**config.mk**
```make
export PLATFORM = sky130hd
export DESIGN_NAME = ddr_rd_cmd_sched_flat
export DESIGN_NICKNAME = d
export VERILOG_FILES = /design/src/rtl/ddr_rd_cmd_sched_if.sv /design/src/rtl/ddr_rd_cmd_sched.sv /design/src/flat_wrapper.sv
export SDC_FILE = /design/constraint.sdc
export NUM_CORES = 1
export LEC_CHECK = 0
export CAP_MARGIN = 30
export CORE_ASPECT_RATIO = 0.7
export CORE_MARGIN = 1.5
export CORE_UTILIZATION = 35
export DETAILED_ROUTE_END_ITERATION = 8
export GPL_ROUTABILITY_DRIVEN = 0
export MAX_ROUTING_LAYER = met4
export SYNTH_ARGS = -nofsm -noshare
export SYNTH_HDL_FRONTEND = slang
export SYNTH_SLANG_ARGS = --single-unit
```
**constraint.sdc**
```tcl
create_clock -name clk -period 2.1 [get_ports clk]
set_input_delay 0.42 -clock clk [delete_from_list [all_inputs] [get_ports clk]]
set_output_delay 0.42 -clock clk [all_outputs]
set_load 0.05 [all_outputs]
```
**src/rtl/ddr_rd_cmd_sched_if.sv**
```systemverilog
// Command-side bundle between the DDR3 read-command scheduler and its environment.
// The master modport is the scheduler; slave is whoever drives start/flags and consumes commands.
interface ddr_rd_cmd_sched_if #(
  parameter int unsigned ADDR_W = 28
);
  logic              start;
  logic [ADDR_W-1:0] base_addr;
  logic              loopback_buf_full;
  logic              app_rdy;
  logic              app_en;
  logic [2:0]        app_cmd;
  logic [ADDR_W-1:0] app_addr;
  logic              busy;
  logic              frame_done;

  modport master (
    input  start,
    input  base_addr,
    input  loopback_buf_full,
    input  app_rdy,
    output app_en,
    output app_cmd,
    output app_addr,
    output busy,
    output frame_done
  );

  modport slave (
    output start,
    output base_addr,
    output loopback_buf_full,
    output app_rdy,
    input  app_en,
    input  app_cmd,
    input  app_addr,
    input  busy,
    input  frame_done
  );
endinterface

```
**src/rtl/ddr_rd_cmd_sched.sv**
```systemverilog
// Issues a frame of MIG read commands in two-row packets, pausing before each packet
// until the loopback buffer reports room.
module ddr_rd_cmd_sched #(
  parameter int unsigned CMDS_PER_PKT = 5,
  parameter int unsigned FRAME_PKTS   = 360,
  parameter int unsigned ADDR_STEP    = 8,
  parameter int unsigned GAP          = 8,
  parameter int unsigned ADDR_W       = 28
) (
  input logic                 clk,
  input logic                 rst,
  ddr_rd_cmd_sched_if.master  bus
);

  localparam logic [3:0]        CmdLast  = 4'(CMDS_PER_PKT - 1);
  localparam logic [9:0]        PktLast  = 10'(FRAME_PKTS - 1);
  localparam logic [7:0]        GapLoad  = 8'(GAP - 1);
  localparam logic [ADDR_W-1:0] AddrStep = ADDR_W'(ADDR_STEP);

  typedef enum logic [1:0] {
    StIdle,
    StCheck,
    StRdCmd,
    StPause
  } state_e;

  state_e            state_q;
  logic [3:0]        cmd_cnt_q;
  logic [9:0]        pkt_cnt_q;
  logic [7:0]        gap_cnt_q;
  logic [ADDR_W-1:0] addr_q;
  logic              en_q;
  logic              busy_q;
  logic              done_q;

  always_ff @(posedge clk) begin
    if (rst) begin
      state_q   <= StIdle;
      cmd_cnt_q <= '0;
      pkt_cnt_q <= '0;
      gap_cnt_q <= '0;
      addr_q    <= '0;
      en_q      <= 1'b0;
      busy_q    <= 1'b0;
      done_q    <= 1'b0;
    end else begin
      done_q <= 1'b0;
      unique case (state_q)
        StIdle: begin
          if (bus.start) begin
            addr_q    <= bus.base_addr;
            cmd_cnt_q <= '0;
            pkt_cnt_q <= '0;
            busy_q    <= 1'b1;
            state_q   <= StCheck;
          end
        end
        // The full flag is only consulted here, so a packet once begun always completes.
        StCheck: begin
          if (!bus.loopback_buf_full) begin
            en_q    <= 1'b1;
            state_q <= StRdCmd;
          end
        end
        StRdCmd: begin
          if (bus.app_rdy) begin
            addr_q <= addr_q + AddrStep;
            if (cmd_cnt_q != CmdLast) begin
              cmd_cnt_q <= cmd_cnt_q + 4'd1;
            end else begin
              cmd_cnt_q <= '0;
              en_q      <= 1'b0;
              if (pkt_cnt_q == PktLast) begin
                done_q  <= 1'b1;
                busy_q  <= 1'b0;
                state_q <= StIdle;
              end else begin
                pkt_cnt_q <= pkt_cnt_q + 10'd1;
                gap_cnt_q <= GapLoad;
                state_q   <= StPause;
              end
            end
          end
        end
        // Gives the full flag time to cross back from the image-side clock.
        StPause: begin
          if (gap_cnt_q == 8'd0) begin
            state_q <= StCheck;
          end else begin
            gap_cnt_q <= gap_cnt_q - 8'd1;
          end
        end
        default: state_q <= StIdle;
      endcase
    end
  end

  assign bus.app_en     = en_q;
  assign bus.app_cmd    = 3'b001;
  assign bus.app_addr   = addr_q;
  assign bus.busy       = busy_q;
  assign bus.frame_done = done_q;

endmodule

```
**src/flat_wrapper.sv**
```systemverilog
// flat-port wrapper written by rule: the top's interface ports become plain ports
module ddr_rd_cmd_sched_flat 
#(
  parameter int unsigned CMDS_PER_PKT = 5,
  parameter int unsigned FRAME_PKTS   = 360,
  parameter int unsigned ADDR_STEP    = 8,
  parameter int unsigned GAP          = 8,
  parameter int unsigned ADDR_W       = 28
)
  (clk, rst, bus_start, bus_base_addr, bus_loopback_buf_full, bus_app_rdy, bus_app_en, bus_app_cmd, bus_app_addr, bus_busy, bus_frame_done);
  ddr_rd_cmd_sched_if #(.ADDR_W(ADDR_W)) bus_i ();
  input logic clk;
  input logic rst;
  input wire logic [$bits(bus_i.start)-1:0] bus_start;
  input wire logic [$bits(bus_i.base_addr)-1:0] bus_base_addr;
  input wire logic [$bits(bus_i.loopback_buf_full)-1:0] bus_loopback_buf_full;
  input wire logic [$bits(bus_i.app_rdy)-1:0] bus_app_rdy;
  output wire logic [$bits(bus_i.app_en)-1:0] bus_app_en;
  output wire logic [$bits(bus_i.app_cmd)-1:0] bus_app_cmd;
  output wire logic [$bits(bus_i.app_addr)-1:0] bus_app_addr;
  output wire logic [$bits(bus_i.busy)-1:0] bus_busy;
  output wire logic [$bits(bus_i.frame_done)-1:0] bus_frame_done;
  assign bus_i.start = bus_start;
  assign bus_i.base_addr = bus_base_addr;
  assign bus_i.loopback_buf_full = bus_loopback_buf_full;
  assign bus_i.app_rdy = bus_app_rdy;
  assign bus_app_en = bus_i.app_en;
  assign bus_app_cmd = bus_i.app_cmd;
  assign bus_app_addr = bus_i.app_addr;
  assign bus_busy = bus_i.busy;
  assign bus_frame_done = bus_i.frame_done;
  ddr_rd_cmd_sched #(.CMDS_PER_PKT(CMDS_PER_PKT), .FRAME_PKTS(FRAME_PKTS), .ADDR_STEP(ADDR_STEP), .GAP(GAP), .ADDR_W(ADDR_W)) u_core (.clk(clk), .rst(rst), .bus(bus_i));
endmodule
```
### Word level (Yosys, flattened, before mapping)

Cells that the tools add are included.
Widths: inputs -> output; s select.

| operators by class | value |
|---|---|
| $add $sub $neg | 4 |
| equality and inequality tests | 13 |
| mux-type cells | 34 |
| bitwise operators | 2 |
| reductions and logical operators | 12 |

Operators by type and width:

| kind | number |
|---|---|
| $mux 28 | 2 |
| $pmux 28 s2 | 1 |
| $mux 10 | 4 |
| $mux 8 | 4 |
| $add 28x4->28 const B | 1 |
| $pmux 10 s2 | 1 |
| $reduce_and 5->1 | 4 |
| $pmux 8 s2 | 1 |
| $mux 2 | 6 |
| $mux 4 | 3 |
| $ne 2x2->1 const B | 6 |
| $add 10x1->10 const B | 1 |
| $eq 10x9->1 const B | 1 |
| $logic_not 8->1 | 1 |
| $mux 1 | 8 |
| $pmux 2 s4 | 1 |
| $pmux 4 s2 | 1 |
| $sub 8x1->8 const B | 1 |
| $reduce_bool 2->1 | 3 |
| $add 4x1->4 const B | 1 |
| $eq 2x2->1 const B | 2 |
| $ne 2x1->1 const B | 2 |
| $ne 4x3->1 const B | 1 |
| $pmux 1 s2 | 2 |
| other kinds (6) | 7 |

| word-level totals | value |
|---|---|
| register bits after elaboration | 55 |
| bits of input ports | 33 |
| logic and storage cells | 73 |

### Logic depth before layout (Yosys ltp)

Gate-level depths: netlist (run 1).

| depth | value |
|---|---|
| depth in word-level cells | 5 |
| mapped depth | 9 |
| depth with buffers taken out | 7 |

### Least setup slack after synthesis (run 1)

Ideal clock, no wire load.

| timing path | value |
|---|---|
| path type | register -> register |
| from | register u_core.addr_q[3] (netlist: u_core.bus.app_addr[3]) |
| to | register u_core.addr_q[25] (netlist: u_core.bus.app_addr[25]) |
| library setup time | 0.074 ns |
| arrival time | 2.405 ns |
| path slack | -0.379 ns |
| stages on the path, launching flop included | 7 |
| path buffers | 0 |
| period minus slack after synthesis | 2.479 ns |
| cells stage by stage | dfxtp_1 > ha_1 > and3_1 > nand4_4 > or4b_1 > or4_1 > a31oi_1 |

| on the way | value |
|---|---|
| longest elaborated chain between the ends | 3 |

Ends and longest elaborated chain:

| what | RTL line | RTL |
|---|---|---|
| start, declared | ddr_rd_cmd_sched.sv:31 | `logic [ADDR_W-1:0] addr_q;` |
| start signal, assigned | ddr_rd_cmd_sched.sv:51 | `addr_q <= bus.base_addr;` |
| start signal, assigned | ddr_rd_cmd_sched.sv:67 | `addr_q <= addr_q + AddrStep;` |
| $add 28x4->28 | ddr_rd_cmd_sched.sv:67 |  |
| $mux 28 | ddr_rd_cmd_sched.sv:66 | `if (bus.app_rdy) begin` |
| $pmux 28 s2 | ddr_rd_cmd_sched.sv:48 | `unique case (state_q)` |

Every way passes these cells. The select of a mux whose other input is x is not followed.
A chain may end at the register's enable or synchronous reset.

### Final worst setup path (run 1)

| timing path | value |
|---|---|
| from | register u_core.addr_q[25] (netlist: u_core.bus.app_addr[25]) |
| to | output bus_app_addr[25] |

RTL lines:

| what | RTL line | RTL |
|---|---|---|
| end, declared | flat_wrapper.sv:20 | `output wire logic [$bits(bus_i.app_addr)-1:0] bus_app_addr;` |

No word-level cell between the ends.

==> results.sh, run 1 <==
export IMPL_vias=3425
export IMPL_final_hold_worst_slack_ns=0.461
export IMPL_numPortBuffers=63
export IMPL_final_core_util=0.494
export IMPL_p_sw_frac=0.430
export IMPL_nets=548
export IMPL_synthCells=417
export IMPL_cts_tree="yes"
export IMPL_synth_avg_cell_area_um2=7.81
export IMPL_setup_viol=0
export IMPL_slew_headroom=0.659
export IMPL_synthTopCellsByArea="dfxtp_1 34%, a21oi_1 5.7%, nand2_1 5.2%"
export IMPL_fmax_ghz=0.490
export IMPL_pre_cts_slack_ns=-0.0700
export IMPL_yosys_register_bits=55
export IMPL_drive_gt1_frac=0.160
export IMPL_slowest_stage="clkdlybuf4s50_1"
export IMPL_fp_dieH_um=83.7
export IMPL_die_x_um=118
export IMPL_antenna_diode_count=0
export IMPL_internal_power_mw=2.46
export IMPL_area_delta_synth_final_pct=37.0
export IMPL_maxSlewViolCount=0
export IMPL_synth_cell_types=60
export IMPL_yosysWarnings=0
export IMPL_drtPass1Iterations=5
export IMPL_clock_path_buffers=2
export IMPL_power_leakage_nw=1.67
export IMPL_nFillCells=852
export IMPL_start_kind="flip-flop"
export IMPL_yosysTopAreaCell="dfxtp_1"
export IMPL_io_pins=67
export IMPL_wl_um=9590
export IMPL_clk_pin_slew_ns=0.07
export IMPL_final_min_clock_period_ns=2.04
export IMPL_synth_edf_count=0
export IMPL_placedCellCount=622
export IMPL_ys_seq_area_frac=0.338
export IMPL_drcViolationCount=0
export IMPL_clock_sinks=55
export IMPL_core_um2=9030
export IMPL_p_per_area_nw_per_um2=968
export IMPL_post_cts_setup_buffer_count=0
export IMPL_p_sw_mw=1.86
export IMPL_max_stage_delay_ns=0.86
export IMPL_hold_viol=0
export IMPL_syn_area_um2=3260
export IMPL_synth_top_area_frac=0.338
export IMPL_via_per_inst=5.44
export IMPL_peakVddDrop_mv=0.426
export IMPL_grt_usage=0.196
export IMPL_path_delay_family="buffers and inverters"
export IMPL_clock_skew_final_ns=0.00340
export IMPL_path_class="flip-flop to output port"
export IMPL_clk_insertion_delay_late_ns=0.30
export IMPL_crit_path_max_fanout=6
export IMPL_die_area_um2=9900
export IMPL_grt_first_pass_wirelength_um=15500
export IMPL_worst_pin_slew_ns=0.510
export IMPL_clockRootBuffer="clkbuf_16"
export IMPL_setup_tns_ns=0
export IMPL_cts_buffers=5
export IMPL_crit_chain="clkdlybuf4s50_1"
export IMPL_initial_core_util=0.360
export IMPL_h_tree_depth=2
export IMPL_synth_main_ff_cell="dfxtp_1"
export IMPL_cts_hold_buf=0
export IMPL_post_drt_wl_per_cell_um=15.2
export IMPL_comb_power_share=0.476
export IMPL_finalCritPeriodShare=0.973
export IMPL_grt_max_degree=25
export IMPL_endpoint_kind="output port"
export IMPL_arrival_ns=1.62
export IMPL_critPathRequiredTime_ns=1.68
export IMPL_cts_resized_gates=0
export IMPL_cp_num_buf_inv=1
export IMPL_post_dp_hpwl_um=7010
export IMPL_ant_nets=0
export IMPL_grt_pass1_vias=3155
export IMPL_seqPwrFrac=0.331
export IMPL_rsz0062_at_grt="false"
export IMPL_clkPwrFrac=0.193
export IMPL_finalNonFillerCells=630
export IMPL_grt_antenna_before_repair=0
export IMPL_status="complete, no violations"
export IMPL_worst_slack_ns=0.0572
export IMPL_grt_overflow=0
export IMPL_async_reset_ff_frac=0
export IMPL_drt_initial_drc_count=211
export IMPL_core_rowCount=29
export IMPL_maxCapViolations=0
export IMPL_hold_path_class="flip-flop to flip-flop"
[area by class of cell]
cell class | instances | area [um2] | share of cell area
Clock buffer | 7 | 133 | 0.0297
Clock inverter | 1 | 5.00 | 0.00112
Inverter | 11 | 41.3 | 0.00926
Multi-Input combinational cell | 328 | 2040 | 0.457
Sequential cell | 55 | 1130 | 0.254
Tap cell | 124 | 155 | 0.0348
Timing Repair Buffer | 104 | 957 | 0.215
[routing by layer]
layer / global-route usage / share of wire / vias up
li1: - / - / 1709
met3: 0.0376 / 0.060 / 16
met4: 0.0510 / 0.013 / 0
met1: 0.279 / 0.50 / 1601
met2: 0.284 / 0.43 / 99
met5: - / 0 / -
[path summary, 6_finish.rpt]
kind	from	end	slack [ns]	cells past startpoint
min	u_core.bus.app_addr[2]$_SDFFE_PP0P_	u_core.bus.app_addr[2]$_SDFFE_PP0P_	0.46	2
min reg2reg	u_core.bus.app_addr[2]$_SDFFE_PP0P_	u_core.bus.app_addr[2]$_SDFFE_PP0P_	0.46	2
max reg2reg	u_core.bus.app_addr[3]$_SDFFE_PP0P_	u_core.bus.app_addr[25]$_SDFFE_PP0P_	0.10	6
max	u_core.bus.app_addr[25]$_SDFFE_PP0P_	bus_app_addr[25]	0.06	1
[cell families (layout without fill, tap and decap cells)]
| logic type | Yosys count | in the layout | synth area share |
|---|---|---|---|
| flops | 55 | 55 | 0.338 |
| simple gates | 188 | 188 | 0.299 |
| xor+xnor | 8 | 8 | 0.0215 |
| compound gates | 108 | 108 | 0.216 |
| fa+ha+maj | 10 | 10 | 0.0384 |
| mux | 11 | 11 | 0.0342 |
| other cells | 2 | 3 | 0.00231 |
| buf+inv | 35 | 123 | 0.0511 |
[power groups by stage]
stage          Sequential, mW  Combinational (mW)  Clock (mW)
6_report                 1.43                2.06       0.833
5_1_grt                  1.45                2.21       0.888
4_1_cts                  1.42                2.05       0.855
3_5_place_dp             1.44                2.04           0
3_3_place_gp             1.44                2.01           0
2_1_floorplan            1.89               0.822           0
[per-stage QoR]
stage	total power [mW]	instance area, um2
2_1_floorplan	2.71	3320
3_3_place_gp	3.45	4310
3_5_place_dp	3.48	4310
4_1_cts	4.32	4440
5_1_grt	4.54	4460
6_report	4.32	4460
[registers in the layout (all words and copies together) (netlist names)]
signal / cells
u_core.bus.app_addr: 28
u_core.bus.app_en: 1
u_core.bus.busy: 1
u_core.bus.frame_done: 1
u_core.cmd_cnt_q: 4
u_core.gap_cnt_q: 8
u_core.pkt_cnt_q: 10
u_core.state_q: 2
[synthesized netlist by cell type (10+ instances only)]
cell type	instances
nor4_1	10
dfxtp_1	55
nor2_1	39
nand4_1	13
nor3_1	13
mux2i_1	10
ha_1	10
inv_1	11
and3_1	11
nand2_1	45
nand3_1	24
o21ai_0	23
clkbuf_1	15
a21oi_1	37
[layout by cell type (no fill, tap or decap), types with 3 or more instances in the layout]
cell type / Yosys / routed
clkbuf_16: 0 / 5
and4_1: 3 / 3
mux2i_1: 10 / 10
xor2_1: 7 / 7
ha_1: 10 / 9
buf_4: 4 / 39
and3_1: 11 / 9
dfxtp_2: 0 / 12
clkdlybuf4s50_1: 0 / 62
a221oi_1: 5 / 5
dfxtp_4: 0 / 4
nor3_1: 13 / 12
o31a_1: 3 / 3
dfxtp_1: 55 / 39
inv_1: 11 / 11
a31oi_1: 5 / 5
a21oi_1: 37 / 37
nor2b_1: 8 / 7
or3_1: 3 / 3
a311oi_1: 3 / 3
nand4_1: 13 / 13
o21ai_0: 23 / 23
a211oi_1: 5 / 5
conb_1: 2 / 3
a21o_1: 5 / 5
nand3_1: 24 / 24
nor4_1: 10 / 10
o31ai_1: 3 / 3
nor2_1: 39 / 39
nand2_1: 45 / 44
(Power assumes the default switching activity.)
==> run 2, diff against run 1 <==
Settings changed: CORE_ASPECT_RATIO 0.7 to default.
==> results.sh, run 2 (synthesis results as in run 1) <==
export IMPL_status="complete, no violations"
export IMPL_path_class="flip-flop to output port"
export IMPL_grt_first_pass_wirelength_um=15200
export IMPL_start_kind="flip-flop"
export IMPL_area_delta_synth_final_pct=35.8
export IMPL_die_area_um2=9890
export IMPL_cts_tree="yes"
export IMPL_core_um2=9110
export IMPL_initial_core_util=0.358
export IMPL_die_x_um=99.5
export IMPL_grt_antenna_before_repair=0
export IMPL_fmax_ghz=0.490
export IMPL_drcViolationCount=0
export IMPL_clk_insertion_delay_late_ns=0.30
export IMPL_cp_num_buf_inv=1
export IMPL_worst_pin_slew_ns=0.512
export IMPL_ant_nets=0
export IMPL_grt_overflow=0
export IMPL_clock_sinks=55
export IMPL_clock_skew_final_ns=0.0111
export IMPL_maxCapViolations=0
export IMPL_max_stage_delay_ns=0.86
export IMPL_cts_buffers=5
export IMPL_endpoint_kind="output port"
export IMPL_grt_usage=0.193
export IMPL_holdPathStages=2
export IMPL_clock_path_buffers=2
export IMPL_grt_pass1_vias=3104
export IMPL_power_leakage_nw=1.68
export IMPL_r2r_end="u_core.bus.app_addr[25]$_SDFFE_PP0P_"
export IMPL_worst_slack_ns=0.0603
export IMPL_io_pins=67
export IMPL_largest_reg_flops=28
export IMPL_post_drt_wl_per_cell_um=14.8
export IMPL_final_min_clock_period_ns=2.04
export IMPL_min_from="u_core.bus.app_addr[0]$_SDFFE_PP0P_"
export IMPL_critPathRequiredTime_ns=1.68
export IMPL_wl_um=9180
export IMPL_clk_pin_slew_ns=0.10
export IMPL_pre_cts_slack_ns=-0.117
export IMPL_post_cts_setup_buffer_count=0
export IMPL_finalCritPeriodShare=0.971
export IMPL_final_common_cell="clkdlybuf4s50_1"
export IMPL_path_delay_family="buffers and inverters"
export IMPL_maxSlewViolCount=0
export IMPL_crit_chain="clkdlybuf4s50_1"
export IMPL_drt_initial_drc_count=139
export IMPL_setup_viol=0
export IMPL_h_tree_depth=2
export IMPL_rsz0062_at_grt="false"
export IMPL_grt_max_degree=42
export IMPL_crit_path_max_fanout=6
export IMPL_reg2reg_depth=6
export IMPL_drtPass1Iterations=4
export IMPL_numPortBuffers=63
export IMPL_r2r_slack_ns=0.12
export IMPL_hold_path_class="flip-flop to flip-flop"
export IMPL_peakVddDrop_mv=0.421
export IMPL_post_dp_hpwl_um=6720
export IMPL_nets=551
export IMPL_vias=3341
export IMPL_finalPower_mw=4.07
export IMPL_clockRootBuffer="clkbuf_8"
export IMPL_p_per_area_nw_per_um2=920
export IMPL_r2r_start="u_core.bus.app_addr[3]$_SDFFE_PP0P_"
export IMPL_arrival_ns=1.62
export IMPL_core_rowCount=35
export IMPL_fp_dieH_um=99.5
export IMPL_slew_headroom=0.658
export IMPL_drive_gt1_frac=0.161
export IMPL_antenna_diode_count=0
export IMPL_final_cell_mix="60 x clkdlybuf4s50_1, 44 x nand2_1, 41 x buf_4"
export IMPL_via_per_inst=5.39
export IMPL_whs_endpoint="u_core.bus.app_addr[0]$_SDFFE_PP0P_"
export IMPL_hold_viol=0
export IMPL_slowest_stage="clkdlybuf4s50_1"
run 2: cell count changes in the layout (fill, tap and decap cells not counted), moves of 2 or more:
cell,previous run,this run
buf_4,39,41
clkbuf_16,5,0
clkbuf_8,0,5
clkdlybuf4s50_1,62,60
run 2: timing repair:
item,in CTS,in global routing
gates resized for setup,1,8
hold buffers,0,0
gates cloned,0,0
endpoints found under the setup margin,1,15
pin swaps,0,2
run 2: where the power goes:
part / switching [mW] / internal (mW)
logic: 1.25 / 0.824
clock network: 0.343 / 0.239
registers: 0.194 / 1.22
run 2: worst max-delay path by stage:
| stage | depth (start not counted) | endpoint | startpoint | slack, ns |
|---|---|---|---|---|
| final | 1 | bus_app_addr[25] | u_core.bus.app_addr[25]$_SDFFE_PP0P_ | 0.06 |
| after global routing | 7 | u_core.bus.app_addr[25]$_SDFFE_PP0P_ | u_core.state_q[0]$_SDFFE_PP0P_ | 0.003 |
| after CTS | 6 | u_core.bus.app_addr[25]$_SDFFE_PP0P_ | u_core.bus.app_addr[3]$_SDFFE_PP0P_ | 0.02 |
| after detailed placement | 6 | u_core.bus.app_addr[25]$_SDFFE_PP0P_ | bus_app_rdy | -0.12 |
| after global placement | 6 | u_core.bus.app_addr[25]$_SDFFE_PP0P_ | bus_app_rdy | -0.10 |
| after floorplan | 5 | u_core.bus.app_addr[25]$_SDFFE_PP0P_ | u_core.bus.app_addr[10]$_SDFFE_PP0P_ | -0.004 |
run 2: area by class of cell:
class                      instances  area (um2)
fill                             918        4680
multi-input combinational        328        2040
timing repair buffer             107         993
tap                              111         139
sequential                        55        1130
inverter                          11        41.3
clock buffer                       8        80.1
run 2: routing by layer:
layer  vias up  global-route usage  part of all wire
li1       1713                   -                 -
met4         0              0.0390            0.0062
met1      1555               0.255              0.48
met3         4              0.0288             0.041
met5         -                   -                 0
met2        69               0.315              0.47
run 2: metrics by stage:
stage                     cell area [um2]  utilization  hold WS [ns]  std cells   TNS, ns
after floorplan                      3320            -         0.438        418  -0.00395
after global placement               4320        0.475         0.439        612    -0.208
after detailed placement             4320        0.475         0.453        612    -0.556
after CTS                            4400        0.483         0.468        620         0
after global routing                 4420        0.486         0.505        620         0
final                                4420        0.486         0.467        620         0
==> patch (flow settings as in run 1) <==
`ADDR_W` is set to 28 in 3 places; all go to 56.
--- a/src/rtl/ddr_rd_cmd_sched_if.sv
+++ b/src/rtl/ddr_rd_cmd_sched_if.sv
@@ -1,7 +1,7 @@
 // Command-side bundle between the DDR3 read-command scheduler and its environment.
 // The master modport is the scheduler; slave is whoever drives start/flags and consumes commands.
 interface ddr_rd_cmd_sched_if #(
-  parameter int unsigned ADDR_W = 28
+  parameter int unsigned ADDR_W = 56
 );
   logic              start;
   logic [ADDR_W-1:0] base_addr;
--- a/src/rtl/ddr_rd_cmd_sched.sv
+++ b/src/rtl/ddr_rd_cmd_sched.sv
@@ -5,7 +5,7 @@
   parameter int unsigned FRAME_PKTS   = 360,
   parameter int unsigned ADDR_STEP    = 8,
   parameter int unsigned GAP          = 8,
-  parameter int unsigned ADDR_W       = 28
+  parameter int unsigned ADDR_W       = 56
 ) (
   input logic                 clk,
   input logic                 rst,
--- a/src/flat_wrapper.sv
+++ b/src/flat_wrapper.sv
@@ -5,7 +5,7 @@
   parameter int unsigned FRAME_PKTS   = 360,
   parameter int unsigned ADDR_STEP    = 8,
   parameter int unsigned GAP          = 8,
-  parameter int unsigned ADDR_W       = 28
+  parameter int unsigned ADDR_W       = 56
 )
   (clk, rst, bus_start, bus_base_addr, bus_loopback_buf_full, bus_app_rdy, bus_app_en, bus_app_cmd, bus_app_addr, bus_busy, bus_frame_done);
   ddr_rd_cmd_sched_if #(.ADDR_W(ADDR_W)) bus_i ();
Interface: changed (resized bus_app_addr and bus_base_addr); port bits go from 67 to 123. No check against the original RTL was run, so the function may have changed too.
==> patch against run 1 <==
  * The run now ends with setup timing left
  * Synthesized area up 73%
  * Worst setup slack worse by 0.061 ns
  * Power up 73%
  * First-iteration DRC count rose to 3.1 times the old value
  * Routed wire length up 130%
  * Sequential cell count up 28
  * Design area up 83%
==> patch: results (changes against run 1) <==
mux cell area share after synthesis=0.0416 (+0.00743); worst endpoint data arrival time=2.34 ns (+0.72 ns); Leakage Power=0.00311 µW (+87%); placed wire-length estimate=16600 µm (+140%); post-route setup slack=-0.00359 ns (-0.0607 ns); first-pass GRT wire length=34800 µm (+120%); slowest CP cell=o31ai_1; clock-pin slew on the worst setup and hold paths=0.06 ns; Filler Cell Count=1514 (+78%); Seq/Total Area, Yosys=0.296 (-0.0425); Peak VDD IR=519 µV (+22%); failing checks=setup timing; post-synthesis compound-gate area fraction=0.240 (+0.0244); most instantiated cells after synthesis=83 x dfxtp_1, 69 x nand2_1, 58 x a21oi_1; wire per inst=19.7 µm (+29%); met3 usage=0.0696 (+0.0320); final setup fails=1 (+1); Routed Antenna Nets=0 (unchanged); yosys warns=0 (unchanged); M1 GR Usage=0.362 (+0.0834); Clock H-tree levels=3 (+1); vias in the first global route=6562 (+110%); starting DRC count in detailed routing=659 (+210%); Area after DPL=7700 µm² (+79%); share of cells above drive strength 1=0.238 (+0.0778); Clock Path Buffers=2 (unchanged); drt pass-1 iters=5 (unchanged); worst min path class=flip-flop to flip-flop; ys async rst share=0 (unchanged); CP max stage delay=0.41 ns (-0.45 ns); Worst slew margin=0.611 (-0.0478); CTS root buffer=clkbuf_16; met2 usage=0.407 (+0.122); largest net degree at the start of global routing=65 (+160%); GRT Total Usage=0.274 (+0.0776); syn avg cell area=7.65 µm² (-2.1%); setup TNS=-0.00359 ns (-0.00359 ns); worst-path fanout max=6 (unchanged); worst-skew pair later-pin latency=0.36 ns (+0.06 ns); initial antenna violation count=0 (unchanged); final non-filler cell total=1129 (+79%); status=finished, violations left; Synth Area in Adders=0.0223 (-0.0162); skew final=0.00691 ns (+0.00351 ns); vias=6826 (+99%); top cells by area, synth=dfxtp_1 30%, a21oi_1 5.2%, nand2_1 4.6%; Netlist cell types=71 (+18%); antenna fix cells=0 (unchanged); number of port buffers=119 (+89%); Post-layout nets=996 (+82%); CP top delay family=compound AO/OA/AOI/OAI gates; CTS buffer count=9 (+4); xor and xnor area share after synthesis=0.00779 (-0.0137); Top FF cell, synth=dfxtp_1; number of flip-flops in the largest register=56 (+100%)
## patch: changes by cell type in the layout (fill, tap and decap cells not counted), moves of 16 or more
cell                    run 1  this run
a21oi_1                    37        57
and3_1                      9        27
buf_4                      39       124
clkdlybuf4s50_1            62        98
dfxtp_2                    12        28
nand2_1                    44        67
nand4_1                    13        32
o21ai_0                    23        39
## patch: stage by stage
stage               hold WS [ns]  total power, µW  setup WS [ns]  utilization
floorplan                  0.452             4220        -0.0503            -
CTS                        0.496             7340        -0.0225        0.513
global placement           0.463             5650         -0.281        0.494
finish                     0.492             7450       -0.00359        0.524
detailed placement         0.483             5720         -0.270        0.494
global route               0.526             7790        -0.0740        0.524
## patch: tightest hold or removal path, cell delays in order, from the launching register on
cell and delay [ns]:
dfxtp_1 0.33, a21oi_1 0.06, nor2_1 0.07
## patch: final cells by class
class,count,area [µm²],area share
repair buffers,234,2050,0.252
flip-flops and latches,83,1710,0.209
well taps,200,250,0.0306
clock inverters,3,40.0,0.00490
clock buffers,12,246,0.0302
multi-input cells,575,3790,0.464
inverters,22,82.6,0.0101
## patch: final timing paths
check                                  startpoint             endpoint  slack (ns)  cells after the start
worst max-delay path            u_core.state_q[1]  u_core.pkt_cnt_q[9]      -0.004                      8
worst min-delay path              u_core.bus.busy      u_core.bus.busy        0.49                      2
worst max register to register  u_core.state_q[1]  u_core.pkt_cnt_q[9]      -0.004                      8
worst min register to register    u_core.bus.busy      u_core.bus.busy        0.49                      2
## patch: metal layers
metal | vias up | share of wire
met2 | 402 | 0.42
met3 | 57 | 0.11
met4 | 0 | 0.024
met5 | - | 0
met1 | 3204 | 0.44
li1 | 3163 | -
## patch: timing repair
item,in CTS,in global routing
gates resized for setup,7,38
cloned,0,0
pin swaps,0,9
endpoints found under the setup margin,21,51
buffers inserted,0,4
## patch: power by group
part           switching [µW]  internal, µW
sequential                309          1870
clock                     686           945
combinational            2200          1440
total                    3190          4260
## patch: cells by family after synthesis
group | after synthesis
xor+xnor | 5
compound gates | 201
simple gates | 333
mux | 23
fa+ha+maj | 10
other cells | 2
flops | 83
buf+inv | 78
